[src/rtl/cache_fill_pkg.sv]
// cache_fill_pkg: shared state encoding and geometry helpers for the
// cache block fill responder (cache_fill_fsm and fill_counter).
package cache_fill_pkg;

   typedef enum logic {
      IDLE = 1'b0,
      FILL = 1'b1
   } fill_state_e;

   localparam int BLOCK_WORDS_DEF  = 8;
   localparam int OFFSET_BITS      = $clog2(BLOCK_WORDS_DEF);
   // one extra low bit selects the byte inside a 16-bit word
   localparam int BYTE_OFFSET_BITS = OFFSET_BITS + 1;

   function automatic int offset_bits(input int block_words);
      return $clog2(block_words);
   endfunction

   function automatic int tag_width(input int addr_w,
                                    input int block_words);
      return addr_w - $clog2(block_words) - 1;
   endfunction

endpackage

[src/rtl/fill_counter.sv]
// fill_counter: enable-driven up-counter with synchronous clear and a
// block-offset output that wraps modulo the block size.
// Ports: clk, rst (sync, active high), i_clr, i_en, i_start (start
// offset), o_cnt (raw count), o_off (i_start + count, wrapped).
module fill_counter
   import cache_fill_pkg::*;
#(
   parameter int BLOCK_WORDS = BLOCK_WORDS_DEF,
   localparam int OB = offset_bits(BLOCK_WORDS),
   localparam int CB = OB + 1
) (
   input  logic          clk,
   input  logic          rst,
   input  logic          i_clr,
   input  logic          i_en,
   input  logic [OB-1:0] i_start,
   output logic [CB-1:0] o_cnt,
   output logic [OB-1:0] o_off
);

   logic [CB-1:0] r_cnt;

   always_ff @(posedge clk) begin
      if (rst || i_clr) begin
         r_cnt <= '0;
      end else if (i_en) begin
         r_cnt <= r_cnt + CB'(1);
      end
   end

   assign o_cnt = r_cnt;
   // the offset field is OB bits wide, so the add wraps by itself
   assign o_off = i_start + r_cnt[OB-1:0];

endmodule

[src/rtl/cache_fill_fsm.sv]
// cache_fill_fsm: fetches one cache block from multi-cycle memory on a
// miss, streams words into the data array, then writes the tag.
// Ports: clk, rst (sync, active high); miss_detected/miss_address in;
// fsm_busy out; memory_read_en/memory_address out; memory_data/
// memory_data_valid in; write_data_array, array_addr, array_wdata,
// write_tag_array, tag_out, critical_word_valid out.
// Option: define CACHE_FILL_CRITICAL_WORD_FIRST_EN to issue and fill
// starting at the missed word, wrapping around the block.
module cache_fill_fsm
   import cache_fill_pkg::*;
#(
   parameter int BLOCK_WORDS = BLOCK_WORDS_DEF,
   parameter int MEM_LATENCY = 4,
   parameter int ADDR_W      = 16,
   parameter int DATA_W      = 16,
   localparam int OB = offset_bits(BLOCK_WORDS),
   localparam int CB = OB + (BYTE_OFFSET_BITS - OFFSET_BITS),
   localparam int TW = tag_width(ADDR_W, BLOCK_WORDS)
) (
   input  logic              clk,
   input  logic              rst,
   input  logic              miss_detected,
   input  logic [ADDR_W-1:0] miss_address,
   output logic              fsm_busy,
   output logic              memory_read_en,
   output logic [ADDR_W-1:0] memory_address,
   input  logic [DATA_W-1:0] memory_data,
   input  logic              memory_data_valid,
   output logic              write_data_array,
   output logic [ADDR_W-1:0] array_addr,
   output logic [DATA_W-1:0] array_wdata,
   output logic              write_tag_array,
   output logic [TW-1:0]     tag_out,
   output logic              critical_word_valid
);

   localparam logic [ADDR_W-1:0] LOW_MASK = ADDR_W'((1 << CB) - 1);

   fill_state_e       r_state, w_state_nxt;
   logic [ADDR_W-1:0] r_base, w_base_nxt;
   logic [OB-1:0]     r_crit, w_crit_nxt;

   logic [CB-1:0]     w_issue_cnt, w_recv_cnt;
   logic [OB-1:0]     w_issue_off, w_recv_off;
   logic [OB-1:0]     w_start;
   logic              w_issue_en, w_recv_en, w_last;

   // return timing is set by memory_data_valid, not by a local timer
   logic [31:0]       w_unused_latency;
   assign w_unused_latency = 32'(MEM_LATENCY);

`ifdef CACHE_FILL_CRITICAL_WORD_FIRST_EN
   assign w_start = r_crit;
`else
   assign w_start = '0;
`endif

   assign w_issue_en = (r_state == FILL) &&
                       (w_issue_cnt < CB'(BLOCK_WORDS));
   assign w_recv_en  = (r_state == FILL) && memory_data_valid;
   assign w_last     = w_recv_en &&
                       (w_recv_cnt == CB'(BLOCK_WORDS - 1));

   fill_counter #(.BLOCK_WORDS(BLOCK_WORDS)) u_issue (
      .clk     (clk),
      .rst     (rst),
      .i_clr   (w_last),
      .i_en    (w_issue_en),
      .i_start (w_start),
      .o_cnt   (w_issue_cnt),
      .o_off   (w_issue_off)
   );

   fill_counter #(.BLOCK_WORDS(BLOCK_WORDS)) u_recv (
      .clk     (clk),
      .rst     (rst),
      .i_clr   (w_last),
      .i_en    (w_recv_en),
      .i_start (w_start),
      .o_cnt   (w_recv_cnt),
      .o_off   (w_recv_off)
   );

   always_ff @(posedge clk) begin
      if (rst) begin
         r_state <= IDLE;
         r_base  <= '0;
         r_crit  <= '0;
      end else begin
         r_state <= w_state_nxt;
         r_base  <= w_base_nxt;
         r_crit  <= w_crit_nxt;
      end
   end

   always_comb begin
      w_state_nxt         = r_state;
      w_base_nxt          = r_base;
      w_crit_nxt          = r_crit;
      memory_read_en      = 1'b0;
      memory_address      = '0;
      write_data_array    = 1'b0;
      array_addr          = '0;
      write_tag_array     = 1'b0;
      tag_out             = '0;
      critical_word_valid = 1'b0;
      unique case (r_state)
         IDLE: begin
            if (miss_detected) begin
               w_state_nxt = FILL;
               w_base_nxt  = miss_address & ~LOW_MASK;
               w_crit_nxt  = miss_address[OB:1];
            end
         end
         FILL: begin
            memory_read_en = w_issue_en;
            if (w_issue_en) begin
               memory_address = r_base +
                  ADDR_W'({w_issue_off, 1'b0});
            end
            write_data_array = w_recv_en;
            if (w_recv_en) begin
               array_addr = r_base +
                  ADDR_W'({w_recv_off, 1'b0});
               critical_word_valid = (w_recv_off == r_crit);
            end
            if (w_last) begin
               write_tag_array = 1'b1;
               tag_out         = r_base[ADDR_W-1:CB];
               w_state_nxt     = IDLE;
            end
         end
         default: w_state_nxt = IDLE;
      endcase
   end

   assign fsm_busy    = (r_state == FILL);
   assign array_wdata = memory_data;

endmodule

[config.mk]
export PLATFORM = sky130hd
export DESIGN_NAME = cache_fill_fsm
export DESIGN_NICKNAME = d
export VERILOG_FILES = /design/src/rtl/cache_fill_pkg.sv /design/src/rtl/fill_counter.sv /design/src/rtl/cache_fill_fsm.sv
export SDC_FILE = /design/constraint.sdc
export NUM_CORES = 1
export LEC_CHECK = 0
export CAP_MARGIN = 5
export CORE_ASPECT_RATIO = 0.5
export CORE_MARGIN = 2
export CORE_UTILIZATION = 34
export CTS_CLUSTER_DIAMETER = 30
export DETAILED_ROUTE_END_ITERATION = 10
export PLACE_DENSITY = 0.91
export SLEW_MARGIN = 15
export SYNTH_ARGS = -nofsm -noshare
export SYNTH_HDL_FRONTEND = slang
export SYNTH_SLANG_ARGS = --single-unit
[constraint.sdc]
create_clock -name clk -period 1.9 [get_ports clk]
set_input_delay 0.38 -clock clk [delete_from_list [all_inputs] [get_ports clk]]
set_output_delay 0.38 -clock clk [all_outputs]
set_load 0.02 [all_outputs]
==> flow_metrics.tcl <==
set metrics [dict create \
    multi_input_area_um2 776 \
    switching_share_pct 28.1 \
    fillCellCount 306 \
    start_kind "register" \
    violations "setup timing" \
    placementRows 16 \
    syn_area_per_cell_um2 7.94 \
    status "complete, but fails checks" \
    cap_viol_max_count 0 \
    grt_max_degree 25 \
    synth_area_leader_cell "dfxtp_1" \
    worstSetupEndpointType "primary output" \
    combPwrFrac_pct 21.2 \
    worstSetupPathType "register to primary output" \
    regArea_um2 484 \
    firstDrtPassIters 4 \
    finalHoldViolations 0 \
    seq_area_frac_synth_pct 34.6 \
    antenna_cells 0 \
    setup_viol 12 \
    seqPwrFrac_pct 51.1 \
    cp_max_fo 6 \
    gr-usage-all-layers_pct 19.1 \
    critPathArrivalTime_ns 1.59 \
    power.leakage_uw 0.00105 \
    dpl_worst_slack_ns -0.652 \
    cts_htree_levels 1 \
    dp.final_hpwl_mm 3.05 \
    vias 1421 \
    ir_worst_vdd_v 0.000282 \
    fin_nets 276 \
    fin_crit_ns 1.97 \
    yosysMostFrequentCell "nand2_1" \
    grt_pass1_vias 1366 \
    synth_seq_cells 24 \
    wl_mm 4.56 \
    drcViolationCount 0 \
    hold_buffers 0 \
    drive_above_1_share_pct 32.2 \
    synth_common_cells "nand2_1 (31), and2_1 (27), dfxtp_1 (24), buf_4 (19), a21oi_1 (16)" \
    first_iter_violations 96 \
    tightest_slew_ns 0.630 \
    mappedNetlistArea_um2 1390 \
    switchingPower_uw 304 \
    finClkSkew_ns 0.00659 \
    antenna_found_initial 0 \
    die-area_um2 4640 \
    ant_nets 0 \
    synth_xor_area_share_pct 4.41 \
    numClockSinks 24 \
    fin_util_pct 55.1 \
    synthCells 175 \
    setup_ws_ns -0.0692 \
    clk_pin_slew_ns 0.08 \
    rsz0062_at_grt "true" \
    power.share.clock_pct 27.7 \
    critical_path_required_ns 1.52 \
    holdWs_ns 0.480 \
    cts-root-buf "clkbuf_8" \
    portBuffers 65 \
    synth_top_family_by_area "simple AND/OR/NAND/NOR gates" \
    p_per_area_nw_per_um2 504 \
    cts-buffers-inserted 3 \
    yosys.area.top_type_share_pct 34.6 \
    cts_tree "yes" \
    place.gp.congestion 0.819 \
    synth.distinct_cells 26 \
    min_period_over_period_pct 104 \
    ys_top_cells_by_area "dfxtp_1 (35%), and2_1 (12%), buf_4 (10%)" \
    ys_warn_count 0 \
    muxShareOfSynthArea_pct 2.16 \
    synthArstFlopShare_pct 0 \
    intPower_uw 779 \
    synthSimpleGateAreaFrac_pct 36.1 \
    start_util_pct 35.6 \
    max-slew-margin-rel_pct 58.0 \
    grt_overflow 0 \
    grt_pass1_wl_mm 6.94 \
    core_area_um2 3900 \
    final_max_slew_viol_count 0 \
    clk_latency_ns 0.27 \
    die_width_um 94.4 \
    min_path_type "register to register" \
    fmaxAchievable_mhz 508 \
    synth_compound_area_share_pct 6.40 \
    via_per_inst 4.90 \
    area_growth_syn_to_layout_pct 54.9 \
    synth_edf_count 0 \
    synthFlopType "dfxtp_1" \
    clock_path_buffers 2 \
    synthAdderAreaFrac_pct 1.80 \
    post_drt_wl_per_cell_um 15.7 \
    io_pins 101 \
    die_y_um 49.2 \
]
-- cells by family after synthesis --
family	after synthesis
other cells	1
mux	3
xor+xnor	7
flops	24
fa+ha+maj	2
compound gates	17
simple gates	91
buf+inv	30
-- repair_timing --
action,4_1_cts,5_1_grt
endpoints found under the hold margin,0,0
setup buffers,4,0
pin swaps,2,1
resized for setup,144,50
setup endpoints to repair,46,39
cloned,1,0
-- cell type report --
class / instances / area share, %
tap: 54 / 3.14
inverter: 1 / 0.175
timing repair buffer: 86 / 36.2
clock buffer: 3 / 1.92
sequential: 24 / 22.5
multi-input combinational: 122 / 36.1
-- metrics by stage --
step,setup TNS [ns],std cells,area (um^2),total power [uW]
floorplan,0,176,1400,722
global placement,-13.44,282,2040,779
detailed placement,-14.45,282,2040,787
CTS,-0.882,290,2090,1070
global route,-1.47,290,2150,1130
finish,-0.671,290,2150,1080
-- flip-flops by register name, indices dropped and copies added, names as in the netlist --
signal / cells
r_base: 12
u_recv.o_cnt: 4
fsm_busy: 1
u_issue.o_cnt: 4
r_crit: 3
-- worst paths after layout --
kind	slack [ns]	startpoint	cells past startpoint	to
hold / removal	0.48	r_base[5]	2	r_base[5]
setup reg to reg	0.29	fsm_busy	5	r_base[12]
hold reg to reg	0.48	r_base[5]	2	r_base[5]
setup / recovery	-0.07	u_recv.o_cnt[0]	6	tag_out[3]
-- per-layer routing --
metal	vias to the layer above	share of wire, %	wire length, um	track usage [%]
met5	-	0	0	0
met1	690	41	1850	22.8
met3	12	5.0	228	4.79
met2	42	53	2400	34.2
met4	0	1.6	72	5.31
li1	677	-	-	-
-- layout by cell type, fill, tap and decap left out, types with 6 or more instances in the layout --
cell type / synthesis / layout
nor3_1: 7 / 7
xor2_1: 6 / 6
and2_4: 0 / 13
buf_4: 19 / 18
and2_1: 27 / 14
and3_1: 15 / 15
a21oi_1: 16 / 16
dlygate4sd2_1: 0 / 10
nand2_1: 31 / 31
buf_6: 1 / 20
clkdlybuf4s50_1: 0 / 17
dfxtp_1: 24 / 21
clkbuf_2: 0 / 8
clkdlybuf4s15_1: 0 / 7
-- critical path, stage by stage, from the launching register on --
cell,delay (ns)
dfxtp_2,0.36
ha_4,0.15
nand3_4,0.09
nor3b_4,0.29
buf_6,0.18
and2_4,0.15
buf_6,0.11
-- power by group through the flow --
stage	combinational, uW	clock [uW]	sequential [uW]
final	229	300	554
after detailed placement	226	0	562
after global routing	246	323	557
after CTS	220	301	551
after floorplan	163	0	559
after global placement	219	0	560
No activity file was read; power rests on OpenSTA's default activity.
